<file path="config.mk">
export PLATFORM = sky130hd
export DESIGN_NAME = param_pq
export DESIGN_NICKNAME = d
export VERILOG_FILES = /design/src/rtl/param_pq.sv
export SDC_FILE = /design/constraint.sdc
export NUM_CORES = 1
export LEC_CHECK = 0
export BUFFER_PORTS_ARGS = -buffer_cell sky130_fd_sc_hd__buf_2
export CORE_MARGIN = 8
export CORE_UTILIZATION = 60
export DETAILED_ROUTE_END_ITERATION = 6
export PLACE_DENSITY = 0.75
export SYNTH_ARGS = -nofsm -noshare
export SYNTH_HDL_FRONTEND = slang
export SYNTH_SLANG_ARGS = --single-unit
</file>
<file path="constraint.sdc">
create_clock -name clk -period 16 [get_ports clk]
set_input_delay 0 -clock clk [delete_from_list [all_inputs] [get_ports clk]]
set_output_delay 0 -clock clk [all_outputs]
set_load 0.02 [all_outputs]
</file>
<file path="src/rtl/param_pq.sv">
// Binary-heap priority queue: word load, bottom-up build, extract-top,
// increase-key, insert and sequential write-out of the heap array.
module param_pq #(
    parameter int DW       = 8,
    parameter int DEPTH    = 16,
    parameter int MIN_MODE = 0,
    localparam int AW      = $clog2(DEPTH)
) (
    input  logic          clk,
    input  logic          rst,
    input  logic          data_valid,
    input  logic [DW-1:0] data,
    input  logic          cmd_valid,
    input  logic [2:0]    cmd,
    input  logic [AW-1:0] index,
    input  logic [DW-1:0] value,
    output logic          busy,
    output logic          full,
    output logic          err,
    output logic          out_valid,
    output logic [DW-1:0] out_data,
    output logic          RAM_valid,
    output logic [AW-1:0] RAM_A,
    output logic [DW-1:0] RAM_D,
    output logic          done
);

    typedef enum logic [2:0] {IDLE, BUILD, HEAPIFY, SIFTUP, WRITE, DONE} state_t;

    localparam logic [2:0] CMD_BUILD    = 3'd0;
    localparam logic [2:0] CMD_EXTRACT  = 3'd1;
    localparam logic [2:0] CMD_INCREASE = 3'd2;
    localparam logic [2:0] CMD_INSERT   = 3'd3;
    localparam logic [2:0] CMD_WRITE    = 3'd4;

    logic [DW-1:0] heap_reg [DEPTH];
    logic [AW:0]   size_reg;
    logic [AW-1:0] cur_reg;
    logic [AW-1:0] root_reg;
    logic [AW-1:0] wr_idx_reg;
    logic          build_reg;
    logic          err_reg;
    logic          out_valid_reg;
    logic [DW-1:0] out_data_reg;
    state_t        state_reg, state_next;

    logic          err_next, load_en, cmd_go, full_w;
    logic [AW:0]   left_w;
    logic [AW+1:0] right_w;
    logic          left_in, right_in;
    logic [AW-1:0] best_idx, parent_idx, root_init, last_idx;
    logic [DW-1:0] best_key, cur_key;
    logic          down_swap, up_swap, incr_ok, wr_last;

    function automatic logic better(input logic [DW-1:0] a, input logic [DW-1:0] b);
        if (MIN_MODE != 0) return a < b;
        return a > b;
    endfunction

    assign full_w     = (size_reg == (AW+1)'(DEPTH));
    assign cur_key    = heap_reg[cur_reg];
    assign left_w     = {cur_reg, 1'b1};
    assign right_w    = {1'b0, left_w} + (AW+2)'(1);
    assign left_in    = (left_w < size_reg);
    assign right_in   = (right_w < {1'b0, size_reg});
    assign parent_idx = (cur_reg - AW'(1)) >> 1;
    assign up_swap    = (cur_reg != '0) && better(cur_key, heap_reg[parent_idx]);
    assign incr_ok    = ({1'b0, index} < size_reg) && better(value, heap_reg[index]);
    assign root_init  = AW'((size_reg >> 1) - (AW+1)'(1));
    assign last_idx   = AW'(size_reg - (AW+1)'(1));
    assign wr_last    = ({1'b0, wr_idx_reg} == (size_reg - (AW+1)'(1)));

    // Right child wins only when strictly better than the current best,
    // so equal children resolve to the left one.
    always_comb begin
        best_idx = cur_reg;
        best_key = cur_key;
        if (left_in && better(heap_reg[left_w[AW-1:0]], best_key)) begin
            best_idx = left_w[AW-1:0];
            best_key = heap_reg[left_w[AW-1:0]];
        end
        if (right_in && better(heap_reg[right_w[AW-1:0]], best_key)) begin
            best_idx = right_w[AW-1:0];
            best_key = heap_reg[right_w[AW-1:0]];
        end
    end

    assign down_swap = (best_idx != cur_reg);

    always_comb begin
        state_next = state_reg;
        err_next   = 1'b0;
        load_en    = 1'b0;
        case (state_reg)
            IDLE: begin
                if (data_valid) begin
                    if (full_w) err_next = 1'b1;
                    else        load_en  = 1'b1;
                    if (cmd_valid) err_next = 1'b1;
                end else if (cmd_valid) begin
                    case (cmd)
                        CMD_BUILD:    state_next = BUILD;
                        CMD_EXTRACT:  if (size_reg == '0) err_next = 1'b1;
                                      else state_next = HEAPIFY;
                        CMD_INCREASE: if (!incr_ok) err_next = 1'b1;
                                      else state_next = SIFTUP;
                        CMD_INSERT:   if (full_w) err_next = 1'b1;
                                      else state_next = SIFTUP;
                        CMD_WRITE:    state_next = (size_reg == '0) ? DONE : WRITE;
                        default:      err_next = 1'b1;
                    endcase
                end
            end
            BUILD:   state_next = (size_reg < (AW+1)'(2)) ? IDLE : HEAPIFY;
            HEAPIFY: if (!down_swap) state_next = (build_reg && root_reg != '0) ? BUILD : IDLE;
            SIFTUP:  if (!up_swap) state_next = IDLE;
            WRITE:   if (wr_last) state_next = DONE;
            DONE:    state_next = IDLE;
            default: state_next = IDLE;
        endcase
    end

    assign cmd_go = (state_reg == IDLE) && (state_next != IDLE);

    always_ff @(posedge clk) begin
        if (rst) begin
            state_reg     <= IDLE;
            size_reg      <= '0;
            cur_reg       <= '0;
            root_reg      <= '0;
            wr_idx_reg    <= '0;
            build_reg     <= 1'b0;
            err_reg       <= 1'b0;
            out_valid_reg <= 1'b0;
            out_data_reg  <= '0;
        end else begin
            state_reg     <= state_next;
            err_reg       <= err_next;
            out_valid_reg <= 1'b0;
            case (state_reg)
                IDLE: begin
                    if (load_en) begin
                        heap_reg[size_reg[AW-1:0]] <= data;
                        size_reg <= size_reg + (AW+1)'(1);
                    end
                    if (cmd_go) begin
                        build_reg <= 1'b0;
                        case (cmd)
                            CMD_BUILD: root_reg <= root_init;
                            CMD_EXTRACT: begin
                                out_valid_reg <= 1'b1;
                                out_data_reg  <= heap_reg[0];
                                heap_reg[0]   <= heap_reg[last_idx];
                                size_reg      <= size_reg - (AW+1)'(1);
                                cur_reg       <= '0;
                            end
                            CMD_INCREASE: begin
                                heap_reg[index] <= value;
                                cur_reg         <= index;
                            end
                            CMD_INSERT: begin
                                heap_reg[size_reg[AW-1:0]] <= value;
                                size_reg <= size_reg + (AW+1)'(1);
                                cur_reg  <= size_reg[AW-1:0];
                            end
                            default: wr_idx_reg <= '0;
                        endcase
                    end
                end
                BUILD: begin
                    cur_reg   <= root_reg;
                    build_reg <= (size_reg >= (AW+1)'(2));
                end
                HEAPIFY: begin
                    if (down_swap) begin
                        heap_reg[cur_reg]  <= best_key;
                        heap_reg[best_idx] <= cur_key;
                        cur_reg            <= best_idx;
                    end else if (build_reg && root_reg != '0) begin
                        root_reg <= root_reg - AW'(1);
                    end else begin
                        build_reg <= 1'b0;
                    end
                end
                SIFTUP: begin
                    if (up_swap) begin
                        heap_reg[cur_reg]    <= heap_reg[parent_idx];
                        heap_reg[parent_idx] <= cur_key;
                        cur_reg              <= parent_idx;
                    end
                end
                WRITE:   wr_idx_reg <= wr_idx_reg + AW'(1);
                default: ;
            endcase
        end
    end

    assign busy      = (state_reg != IDLE);
    assign full      = full_w;
    assign err       = err_reg;
    assign out_valid = out_valid_reg;
    assign out_data  = out_data_reg;
    assign RAM_valid = (state_reg == WRITE);
    assign RAM_A     = (state_reg == WRITE) ? wr_idx_reg : '0;
    assign RAM_D     = (state_reg == WRITE) ? heap_reg[wr_idx_reg] : '0;
    assign done      = (state_reg == DONE);

endmodule
</file>
==> results.md <==
- Worst EP required: roughly 16 ns
- Total inserted antenna cells: 0
- Mapped Cells: between 1k and 1.5k
- Peak supply drop: 0.0692 mV
- Placer Congestion: between 1 and 1.5
- Sequential area share after synthesis: 29.9%
- Clock root buffer: clkbuf_16
- Crit path max-delay cell type: o41ai_2
- Max reg flops: between 100 and 150
- Final Hold Viols: 0
- Die ar.: between 30000 and 40000 sq um
- Rows: 59
- Cell area after synthesis: roughly 15000 sq um
- Crit path capture type: flop
- Crit path DAT: 9.46 ns
- Core footprint: 25700 sq um
- Max incr delay on CP: between 1 and 1.5 ns
- Number of top-level pins: 53
- LEAKAGE: 0.00664 uW
- PortBufs: 52
- Crit path max-delay family: compound AO/OA/AOI/OAI gates
- Worst hold path class: primary input to flop
- Routed len/inst: 36.2 microns
- Worst Tran Pin Value: 1.28 ns
- Largest net degree at the start of global routing: between 40 and 50
- Final setup fails: 0
- Setup WS pre-CTS: 6.76 ns
- Max_slew headroom: 13.9%
- Async set-or-reset flop fraction in the synthesized netlist: 0%
- Final min period: 9.41 ns
- ANT nets after route: 0
- Share of layout cells above drive strength 1: 32.1%
- Initial DRT Pass Iterations: 7
- Layout area overhead: 8.68%
- Routed via count: 13.1k
- Warnings, synthesis: 0
- Vias in the first global route: 12.5k
- Net switching power: 508 uW
- Post-synth cell types: 78
- GRT Util Overall: between 30% and 40%
- Max clock buf depth: 2
- CP cell instances: mux4_2 -> mux2_2 -> o21ai_1 -> buf_4 -> ha_1 -> nand2_1 -> nor3_1 -> or3_1 -> a21oi_1 -> mux2i_1 -> ha_1 -> nand3_1 -> o221a_1 -> or3_4 -> a221o_1 -> mux2_4 -> a211oi_4 -> nor2_2 -> mux2i_1 -> o41ai_2
- Synth Net Count: 1331
- CTS buffer count: 17
- Fin util: between 60% and 70%
- Pwr dens: 82.3 nW/um^2
- Part of the power in registers: 35.8%
- GR Overflow Total: 0
- Die X: 177 microns
- Switching Share: 36.7%
- Final worst slack: 6.59 ns
- WL final: slightly below 60 mm
- Global-route wire length before repair: between 80 and 90 mm
- Clk Latency, worst-skew pair: between 0.4 and 0.5 ns
- Min Hold Slack: between 0.015 and 0.02 ns
- Fillers: 1892
- Total clock sinks: 167
- CP max FO: 48
- Hpwl dp: 40.6 mm
- Initial DRC count: 2540
- Number of setup buffers added after CTS: 0
- CTS tree: done
- Yosys reg bits: about 170
- Syn_area_per_cell: 12.4 sq um
- Post-synth top flop: edfxtp_1
- Initial antenna violation count: 2
- Max-cap violations: 0
- Clock edge transition at the registers on the reported setup and hold paths: 0.09 ns
- Initial Util: approximately 60%
- Setup Skew: about 0.02 ns
- Final Max Tran Viols: 0
- Unrepaired setup endpoints after global routing: no
- Post-synth EDFFs: 128
- Clk pwr share: 32.4%
- Setup TNS: 0 ns
- Status: completed
- Comb pwr share: 31.7%
- Via density: approximately 8.2
- Final period utilization: 58.8%
- Layout net count: approximately 1.3k
- Fmax: 106 MHz
- Worst setup path class: flop to flop
- H-tree depth: 4
- Crit path buf inv count: 1
- Crit start category: flop
- DRC viols: 0
- Internal: 877 uW
- Chip height: ~180 microns
## power by group through the flow
stage,combinational (uW),clock [uW],sequential (uW)
floorplan,297,0,493
global placement,413,0,504
detailed placement,420,0,504
CTS,424,447,494
global route,460,464,496
finish,440,449,496
## worst paths after layout
check | slack [ns] | to | start | cells past startpoint
worst min-delay path | 0.02 | size_reg[4] | data_valid | 4
worst min register to register | 0.47 | build_reg | build_reg | 2
worst max register to register | 6.59 | heap_reg[1][2] | flop | 20
worst max-delay path | 6.59 | heap_reg[1][2] | flop | 20
## per-stage QoR
| step | std cells | instance area (sq um) | total power (uW) |
|---|---|---|---|
| 6_report | 1595 | 16800 | 1380 |
| 5_1_grt | 1595 | 16800 | 1420 |
| 4_1_cts | 1594 | 16800 | 1370 |
| 3_5_place_dp | 1559 | 16200 | 924 |
| 3_3_place_gp | 1559 | 16200 | 917 |
| 2_1_floorplan | 1250 | 15500 | 791 |
## kinds of logic after synthesis
family                     Yosys count  synth area share [%]
adders and majority gates           54                  4.36
DFF                                167                  29.9
and+or+nand+nor                    228                  7.42
AOI/OAI and AO/OA                  215                  10.5
xor gates and xnor gates            20                  1.18
muxes                              401                  42.3
buffers and inverters              165                  4.31
## layout make-up
type / instances / area (sq um) / share of cell area, %
clock buffers: 17 / 425 / 2.53
clock inverters: 15 / 196 / 1.17
inverters: 49 / 184 / 1.09
multi-input cells: 918 / 10400 / 61.7
flip-flops and latches: 167 / 4630 / 27.5
well taps: 335 / 419 / 2.49
repair buffers: 94 / 583 / 3.46
## tightest hold or removal path, delay by kind of cell
family | cells | cell delay (ns)
AND/OR/NAND/NOR | 2 | 0.20
buffers and inverters | 1 | 0.14
AO/OA/AOI/OAI | 1 | 0.07
## cells in the final DEF, fill, tap and decap left out, types with 7 or more instances in the layout
cell type	synthesis	final
mux2_2	31	31
edfxtp_1	128	128
nand2_1	46	46
o31ai_1	9	9
a21oi_1	33	33
inv_1	46	46
a211oi_1	21	21
nor2_1	67	67
o21ai_1	10	10
or4_1	17	17
clkbuf_16	0	17
buf_4	2	39
ha_1	54	53
o41ai_2	0	15
o211ai_1	11	11
nand2b_1	7	7
and2_1	10	10
buf_2	33	52
mux4_2	200	200
nand3_1	20	20
dfxtp_1	39	35
o21ai_0	21	21
nand4_1	7	7
a31oi_1	9	9
and3_1	11	11
nor3_1	12	12
xnor2_1	8	8
xor2_1	11	10
a221oi_1	14	14
o22a_1	7	7
mux2i_1	169	169
## metal layers
| metal | routed length (microns) | up-vias | GRT usage, % |
|---|---|---|---|
| met4 | 3580 | 4 | 17.8 |
| met2 | 24300 | 1310 | 53.1 |
| met1 | 19100 | 6375 | 46.6 |
| met3 | 10700 | 305 | 18.2 |
| li1 | - | 5131 | - |
| met5 | 20 | - | 0 |
## synth_stat cells, types with 5 or more instances
cell type  count  area (sq um)
a211oi_1      21           158
a21o_1         6          45.0
a21oi_1       33           165
a221oi_1      14           123
a221oi_2       7           105
a31oi_1        9          56.3
and2_1        10          62.6
and3_1        11          68.8
buf_1         20          75.1
buf_2         33           165
clkbuf_1      61           229
dfxtp_1       39           781
edfxtp_1     128          3840
ha_1          54           676
inv_1         46           173
mux2_2        31           349
mux2i_1      169          1690
mux4_2       200          4500
nand2_1       46           173
nand2b_1       7          43.8
nand3_1       20           100
nand4_1        7          43.8
nor2_1        67           251
nor2b_1        6          37.5
nor3_1        12          60.1
nor4_1         5          31.3
o211ai_1      11          82.6
o21ai_0       21           105
o21ai_1       10          50.1
o22a_1         7          61.3
o31ai_1        9          67.6
o41ai_1       17           149
or4_1         17           128
xnor2_1        8          70.1
xor2_1        11          96.3
## repair_timing
item / 4_1_cts / 5_1_grt
hold endpoints to repair: 5 / 0
resized for setup: 0 / 0
endpoints found under the setup margin: 0 / 0
hold buffers: 3 / 0
Power figures use the tool's default switching activity.
